--- config.mk ---
export PLATFORM = sky130hd
export DESIGN_NAME = dcache_ctrl
export DESIGN_NICKNAME = d
export VERILOG_FILES = /design/src/rtl/dcache_ctrl.sv
export SDC_FILE = /design/constraint.sdc
export NUM_CORES = 1
export LEC_CHECK = 0
export CORE_AREA = 2 2 503 505
export DETAILED_ROUTE_END_ITERATION = 10
export DIE_AREA = 0 0 505 507
export GPL_ROUTABILITY_DRIVEN = 1
export PLACE_DENSITY_LB_ADDON = 0.3
export SYNTH_ARGS = -nofsm -noshare
export SYNTH_HDL_FRONTEND = slang
export SYNTH_SLANG_ARGS = --single-unit
--- constraint.sdc ---
create_clock -name clk_i -period 13.3 [get_ports clk_i]
set_input_delay 2.66 -clock clk_i [delete_from_list [all_inputs] [get_ports clk_i]]
set_output_delay 2.66 -clock clk_i [all_outputs]
set_load 0.005 [all_outputs]
--- src/rtl/dcache_ctrl.sv ---
// Write-back, write-allocate controller for a 16-set, 2-way data cache.
// Sequences lookup, dirty-victim writeback and line refill over a req/ack memory port.
module dcache_ctrl #(
   parameter int TAG_W  = 23,
   parameter int IDX_W  = 4,
   parameter int LINE_W = 256
) (
   input  logic              clk_i,
   input  logic              rst_i,
   input  logic              cpu_req_i,
   input  logic              cpu_we_i,
   input  logic [31:0]       cpu_addr_i,
   input  logic [31:0]       cpu_data_i,
   output logic [31:0]       cpu_data_o,
   output logic              cpu_stall_o,
   output logic              sram_enable_o,
   output logic              sram_write_o,
   output logic [IDX_W-1:0]  sram_addr_o,
   output logic [TAG_W+1:0]  sram_tag_o,
   output logic [LINE_W-1:0] sram_data_o,
   input  logic [TAG_W+1:0]  sram_tag_i,
   input  logic [LINE_W-1:0] sram_data_i,
   input  logic              sram_hit_i,
   output logic              mem_enable_o,
   output logic              mem_write_o,
   output logic [31:0]       mem_addr_o,
   output logic [LINE_W-1:0] mem_data_o,
   input  logic [LINE_W-1:0] mem_data_i,
   input  logic              mem_ack_i,
   output logic [31:0]       hit_cnt_o,
   output logic [31:0]       miss_cnt_o
);

   typedef enum logic [2:0] {
      IDLE,
      MISS,
      WRITEBACK,
      REFILL,
      REFILL_DONE
   } state_t;

   state_t state_q, state_d;

   logic [TAG_W-1:0]  cpu_tag;
   logic [IDX_W-1:0]  cpu_idx;
   logic [2:0]        word_off;
   logic [31:0]       cpu_line_addr;
   logic [31:0]       hit_word;
   logic [LINE_W-1:0] store_line;
   logic              victim_dirty;

   logic [31:0]       data_q;
   logic [31:0]       hit_cnt_q, miss_cnt_q;
   logic              mem_enable_q, mem_write_q;
   logic [31:0]       mem_addr_q;
   logic [LINE_W-1:0] mem_data_q;

   logic              count_hit, count_miss, load_hit;
   logic              unused_addr_bits;

   assign cpu_tag          = cpu_addr_i[31 -: TAG_W];
   assign cpu_idx          = cpu_addr_i[5 +: IDX_W];
   assign word_off         = cpu_addr_i[4:2];
   assign cpu_line_addr    = {cpu_addr_i[31:5], 5'b0};
   assign hit_word         = sram_data_i[{word_off, 5'b0} +: 32];
   assign victim_dirty     = sram_tag_i[TAG_W+1] & sram_tag_i[TAG_W];
   assign unused_addr_bits = &{1'b0, cpu_addr_i[1:0]};

   assign sram_addr_o  = cpu_idx;
   assign mem_enable_o = mem_enable_q;
   assign mem_write_o  = mem_write_q;
   assign mem_addr_o   = mem_addr_q;
   assign mem_data_o   = mem_data_q;
   assign hit_cnt_o    = hit_cnt_q;
   assign miss_cnt_o   = miss_cnt_q;

   // Load hits bypass the register so data is visible in the same cycle
   assign cpu_data_o = load_hit ? hit_word : data_q;

   // The hit line with the addressed word merged in for store hits
   always_comb begin
      store_line = sram_data_i;
      store_line[{word_off, 5'b0} +: 32] = cpu_data_i;
   end

   // Next-state logic plus all SRAM-side strobes and CPU stall
   always_comb begin
      state_d       = state_q;
      cpu_stall_o   = 1'b1;
      sram_enable_o = 1'b0;
      sram_write_o  = 1'b0;
      sram_tag_o    = {1'b1, 1'b0, cpu_tag};
      sram_data_o   = store_line;
      count_hit     = 1'b0;
      count_miss    = 1'b0;
      load_hit      = 1'b0;
      case (state_q)
         IDLE: begin
            cpu_stall_o = 1'b0;
            if (cpu_req_i) begin
               sram_enable_o = 1'b1;
               if (sram_hit_i) begin
                  count_hit = 1'b1;
                  if (cpu_we_i) begin
                     sram_write_o = 1'b1;
                     sram_tag_o   = {1'b1, 1'b1, cpu_tag};
                  end else begin
                     load_hit = 1'b1;
                  end
               end else begin
                  cpu_stall_o = 1'b1;
                  count_miss  = 1'b1;
                  state_d     = MISS;
               end
            end
         end
         MISS: begin
            sram_enable_o = 1'b1;
            state_d       = victim_dirty ? WRITEBACK : REFILL;
         end
         WRITEBACK: begin
            if (mem_ack_i) state_d = REFILL;
         end
         REFILL: begin
            if (mem_enable_q && mem_ack_i) begin
               sram_enable_o = 1'b1;
               sram_write_o  = 1'b1;
               sram_data_o   = mem_data_i;
               sram_tag_o    = {1'b1, 1'b0, cpu_tag};
               state_d       = REFILL_DONE;
            end
         end
         REFILL_DONE: state_d = IDLE;
         default:     state_d = IDLE;
      endcase
   end

   always_ff @(posedge clk_i or posedge rst_i) begin
      if (rst_i) state_q <= IDLE;
      else       state_q <= state_d;
   end

   // Memory request registers; the victim tag and line are captured here during MISS
   // and the read is reissued one cycle after the writeback is acknowledged
   always_ff @(posedge clk_i or posedge rst_i) begin
      if (rst_i) begin
         mem_enable_q <= 1'b0;
         mem_write_q  <= 1'b0;
         mem_addr_q   <= '0;
         mem_data_q   <= '0;
      end else begin
         case (state_q)
            MISS: begin
               mem_enable_q <= 1'b1;
               if (victim_dirty) begin
                  mem_write_q <= 1'b1;
                  mem_addr_q  <= {sram_tag_i[TAG_W-1:0], cpu_idx, 5'b0};
                  mem_data_q  <= sram_data_i;
               end else begin
                  mem_write_q <= 1'b0;
                  mem_addr_q  <= cpu_line_addr;
               end
            end
            WRITEBACK: begin
               if (mem_ack_i) begin
                  mem_enable_q <= 1'b0;
                  mem_write_q  <= 1'b0;
                  mem_addr_q   <= cpu_line_addr;
               end
            end
            REFILL: begin
               if (!mem_enable_q)  mem_enable_q <= 1'b1;
               else if (mem_ack_i) mem_enable_q <= 1'b0;
            end
            default: mem_enable_q <= 1'b0;
         endcase
      end
   end

   // Saturating performance counters and the held load-data register
   always_ff @(posedge clk_i or posedge rst_i) begin
      if (rst_i) begin
         data_q     <= '0;
         hit_cnt_q  <= '0;
         miss_cnt_q <= '0;
      end else begin
         if (load_hit) data_q <= hit_word;
         if (count_hit && (hit_cnt_q != 32'hFFFF_FFFF))   hit_cnt_q  <= hit_cnt_q + 32'd1;
         if (count_miss && (miss_cnt_q != 32'hFFFF_FFFF)) miss_cnt_q <= miss_cnt_q + 32'd1;
      end
   end

endmodule

==> results.md, run 1 <==
* Post-CTS sizing at 0
* Final worst clock skew at 0.0290 ns
* Layout cells sized above 1 at 0.140
* Pins Over Slew Limit at 0
* # hold bufs at CTS at 0
* Synth top area share at 0.416
* Crit path arrival time at 6.81 ns
* DR pass1 iterations at 5
* Routability congestion estimate at 0.920
* Syn Std Cell Area at 23100 um2
* Number of post-CTS setup repair buffers at 0
* Post-synth top cells: 384 x dfrtp_1, 347 x nand2_1, 262 x mux2_2, 252 x o21ai_0, 185 x a21oi_1
* Pwr Density at 176 nW/um2
* Top cells by area, synth: dfrtp_1 42%, mux2_2 13%, mux4_2 6.2%
* PortBufs at 1272
* Final WL at 233 mm
* Initial core utilization at 0.0921
* Minimum clock period at 9.47 ns
* First-pass GRT wire length at 291 mm
* Hold Crit Class: reg -> reg
* Count leader, synth: dfrtp_1
* Skew-Pair Late Insertion Delay at 0.72 ns
* Lkg Pwr at 15.1 nW
* Overall Global Routing Usage at 0.175
* Final nets at 4189
* RSZ-0062 raised after global routing: false
* Avg WL per Cell at 33.2 um
* CORE AREA at 250000 um2
* # rows at 184
* Largest net degree at the start of global routing at 183
* Height of the die at 507 um
* Die width at 505 um
* Antenna violations before repair at 147
* Via count at 25100
* Crit. End Element: output port
* Fillers at 28200
* CP Launch Type: primary input
* Final period util at 0.712
* Worst-margin pin slew at 1.38 ns
* Synth Flop Type: dfrtp_1
* Num CTS Buffers at 58
* GRT overflow at 0
* CTS tree: yes
* Post-route ant nets at 0
* CTS Buffer Depth at 3
* Core Util, Final at 0.166
* DRC Markers at 0
* Design Power at 7.34 mW
* Final setup fails at 0
* Flops & latches, synth at 384
* Synth area leader: dfrtp_1
* Worst-path clk slew at 0.06 ns
* Slew HR at 0.0799
* Via/cell ratio at 3.58
* Crit path kind: in -> out
* IR drop worst, VDD at 103 uV
* Number of max-cap violations at 0
* EDFF count, synth at 0
* Boundary pin count at 1281
* Clock sinks at 384
* CP max FO at 38
* Async set-reset flop share out of synthesis at 1.00
* Mapped Avg Cell Area at 9.52 um2
* Sequential share of the synthesized area at 0.416
* Synthesized instance count at 2423
* H-tree Lvls at 2
* Vias in the first global route at 25600
* Outcome: finished clean
* Area Overhead vs Synth at 80.6%
* Setup tns final at 0 ns
* Critical Path RT at 10.64 ns
* Drt first-iter violations at 1496
* Distinct cell type count after synthesis at 55
* Ys Warns at 0
* Root Buffer: clkbuf_16
* Final hold vios at 0
* Die area at 256000 um2
* Max Freq at 0.106 GHz
* Hpwl dp at 193 mm
-- flip-flops by register name, indices dropped and copies added (netlist names) --
signal	flops
mem_addr_o	27
state_q	3
miss_cnt_o	32
mem_write_o	1
mem_enable_o	1
hit_cnt_o	32
data_q	32
mem_data_o	256
-- layer usage --
metal	GRT usage	wire length (um)	vias to the layer above
met1	0.181	82600	12400
met5	0	596	-
met2	0.308	115000	1322
met4	0.0562	8200	92
met3	0.0864	26700	338
li1	-	-	11000
-- layout make-up --
type	count	area [um2]	area share
antenna	40	100	0.00240
clock buffer	79	1650	0.0396
clock inverter	31	467	0.0112
inverter	7	30.0	0.000720
multi-input combinational	1809	12500	0.300
sequential	384	9610	0.231
tap	3348	4190	0.100
timing repair buffer	1314	13100	0.315
-- worst max-delay path: stages --
cell and delay [ns]:
buf_6 0.33, inv_1 0.23, ha_1 0.28, ha_2 0.34
nor4b_1 0.52, o21ai_4 0.40, buf_4 0.43, nor2_1 0.18
a21oi_1 0.05, o21ai_0 0.43, clkdlybuf4s50_1 0.76
-- cells by family after synthesis --
logic type / after synthesis / synth area share
other: 2 / 0.000325
AO/OA/AOI/OAI: 491 / 0.112
AND/OR/NAND/NOR: 797 / 0.155
XOR/XNOR: 62 / 0.0235
multiplexers: 445 / 0.242
flip-flops: 384 / 0.416
adder cells (fa/ha/maj): 8 / 0.00434
buffers and inverters: 234 / 0.0469
-- layout by cell type (no fill, tap or decap), types with 11 or more instances in the layout --
cell type           n
dfrtp_1           384
nand4_1            28
clkbuf_16          59
clkdlybuf4s50_1  1269
mux4_2             64
diode_2            40
nor3_1            133
mux2_2            262
nor2_1            169
nand2b_1           36
and3_1             11
xnor2_1            52
nand3_1            33
o21ai_0           252
buf_4              36
nand2_1           342
mux2i_1           119
a21oi_1           184
a31oi_1            33
-- report_power, final --
part           internal (mW)  switching (mW)
clock                   1.06           0.718
sequential              1.66           0.266
combinational           1.88            1.75
total                   4.60            2.73
-- path summary, 6_finish.rpt --
check / start / endpoint / slack (ns) / cells after the start
worst max-delay path: cpu_addr_i[2] / sram_data_o[128] / 3.83 / 11
worst min-delay path: hit_cnt_o[30] / hit_cnt_o[30] / 0.50 / 1
worst max register to register: state_q[0] / mem_data_o[38] / 10.00 / 5
worst min register to register: hit_cnt_o[30] / hit_cnt_o[30] / 0.50 / 1
max in group asynchronous: rst_i / mem_data_o[93] / 9.02 / 4
min in group asynchronous: rst_i / mem_addr_o[8] / 2.31 / 2
-- through the flow --
step,instances,setup slack (ns),hold WS [ns],instance area [um2]
3_5_place_dp,6862,3.61,0.492,39500
6_report,7012,3.83,0.496,41700
4_1_cts,6972,3.61,0.504,41600
2_1_floorplan,2427,5.48,0.485,23100
5_1_grt,6980,3.61,0.512,41600
3_3_place_gp,6862,3.65,0.487,39500
Power figures use the tool's default switching activity.
==> inputs of run 2 (changes only) <==
CORE_AREA = 2 2 492 494   (was 2 2 503 505)
DIE_AREA = 0 0 494 496   (was 0 0 505 507)
clock period = 9.1 ns   (was 13.3 ns; I/O delays follow)
==> run 2 against run 1 <==
  * Non-clock buffer count is 18 higher
  * Clock skew increased by 0.0087 ns
  * Critical path depth down 1
  * Utilization grew 0.72 points
  * Hold slack better by 0.0068 ns
  * Critical endpoint is now sram_data_o[203]
  * Largest cell class unchanged
  * Highest routed layer unchanged
==> results.md, run 2 (synthesis gave the netlist of run 1 again) <==
* Outcome: finished clean
* Final WS setup at 1.64 ns
* Critical Path RT at 7.28 ns
* Register Area at 9610 um2
* Num CTS Buffers at 57
* CP delay by family, top: buffers and inverters
* Die area at 245000 um2
* Layout cells sized above 1 at 0.145
* Design Area, Final at 41600 um2
* Height of the die at 496 um
* Slew HR at 0.00865
* Final nets at 4206
* Minimum clock period at 7.46 ns
* Most frequent cells in the layout: 1269 x clkdlybuf4s50_1, 384 x dfrtp_1, 342 x nand2_1, 262 x mux2_2, 252 x o21ai_0
* Overall Global Routing Usage at 0.179
* Post-Place Worst Slack at 1.42 ns
* CTS tree: yes
* Final worst clock skew at 0.0377 ns
* Pwr Density at 257 nW/um2
* CP max FO at 27
* Antenna violations before repair at 129
* Hpwl dp at 191 mm
* First-pass GRT wire length at 284 mm
* Post-route ant nets at 0
* Hold Crit Class: reg -> reg
* Crit. End Element: output port
* Die width at 494 um
* Final WL at 228 mm
* Slowest CP cell: clkdlybuf4s50_1
* H-tree Lvls at 2
* Boundary pin count at 1281
* Max FFs per register at 256
* CTS Buffer Depth at 3
* Post-Place Cell Area at 39400 um2
* Final hold vios at 0
* Crit path kind: in -> out
* PortBufs at 1272
* Largest net degree at the start of global routing at 156
* Setup tns final at 0 ns
* Avg WL per Cell at 33.2 um
* Initial core utilization at 0.0963
* Worst-path clk slew at 0.06 ns
* Critical path's largest stage delay at 0.61 ns
* Vias in the first global route at 25600
* GRT overflow at 0
* # rows at 180
* Worst-path cell chain: buf_6 -> inv_1 -> ha_1 -> ha_1 -> inv_1 -> nand3b_1 -> buf_4 -> a21oi_1 -> o21ai_0 -> clkdlybuf4s50_1
* IR drop worst, VDD at 164 uV
* DR pass1 iterations at 5
* Number of post-CTS setup repair buffers at 0
* Final setup fails at 0
* Clock sinks at 384
* Worst-margin pin slew at 1.49 ns
* Crit path arrival time at 5.64 ns
* Pins Over Slew Limit at 0
* Drt first-iter violations at 1677
* Post-CTS sizing at 0
* # hold bufs at CTS at 0
* Root Buffer: clkbuf_16
* DRC Markers at 0
* Design Power at 10.7 mW
* RSZ-0062 raised after global routing: false
* Via count at 25500
* Commonest non-fill, non-tap cell in the layout: clkdlybuf4s50_1
* Max Freq at 0.134 GHz
* Skew-Pair Late Insertion Delay at 0.73 ns
* CP Launch Type: primary input
* Routability congestion estimate at 0.909
* Area Overhead vs Synth at 80.3%
* CORE AREA at 240000 um2
* Buffers and inverters on the worst path at 5
* Lkg Pwr at 15.2 nW
* Area of the multi-input gates at 12500 um2
* Fillers at 27000
* Via/cell ratio at 3.71
* Number of max-cap violations at 0
* Final period util at 0.820
[run 2: cell types whose count changed in the layout (fill, tap and decap cells not counted), sizes merged]
cell	previous run	this run
bufinv	10	8
clkinvlp	9	6
diode	40	44
clkinv	10	17
inv	9	8
buf	45	63
clkbuf	79	74
[run 2: power by group]
group | switching, mW | internal, mW | total (mW)
combinational | 2.57 | 2.76 | 5.33
clock | 1.07 | 1.47 | 2.54
sequential | 0.390 | 2.42 | 2.82
[run 2: final timing paths]
kind	to	cells after the start	slack, ns	start
min in group asynchronous	mem_addr_o[29]	3	1.48	rst_i
worst min-delay path	mem_data_o[16]	1	0.50	mem_data_o[16]
max in group asynchronous	mem_data_o[4]	4	5.96	rst_i
worst max-delay path	sram_data_o[203]	10	1.64	cpu_addr_i[2]
worst min register to register	mem_data_o[16]	1	0.50	mem_data_o[16]
worst max register to register	data_q[26]	6	5.92	state_q[1]
[run 2: per-layer routing]
metal  vias up  track usage  share of wire  routed length, um
met5         -            0         0.0025                570
met4        82       0.0583          0.037               8480
met3       334       0.0666          0.094              21400
met2      1328        0.315           0.49             113000
met1     12800        0.196           0.37              85300
li1      11000            -              -                  -
[run 2: final cells by class]
type | instances | share of cell area
antenna | 44 | 0.00265
clock buffer | 74 | 0.0385
clock inverter | 32 | 0.0110
inverter | 7 | 0.000722
multi-input combinational | 1809 | 0.301
sequential | 384 | 0.231
tap | 3185 | 0.0958
timing repair buffer | 1332 | 0.320
[run 2: metrics by stage]
stage	hold WS (ns)	utilization	std cells
floorplan	0.485	-	2427
global placement	0.485	0.165	6717
detailed placement	0.492	0.165	6717
CTS	0.503	0.173	6823
global route	0.511	0.173	6837
finish	0.503	0.174	6867
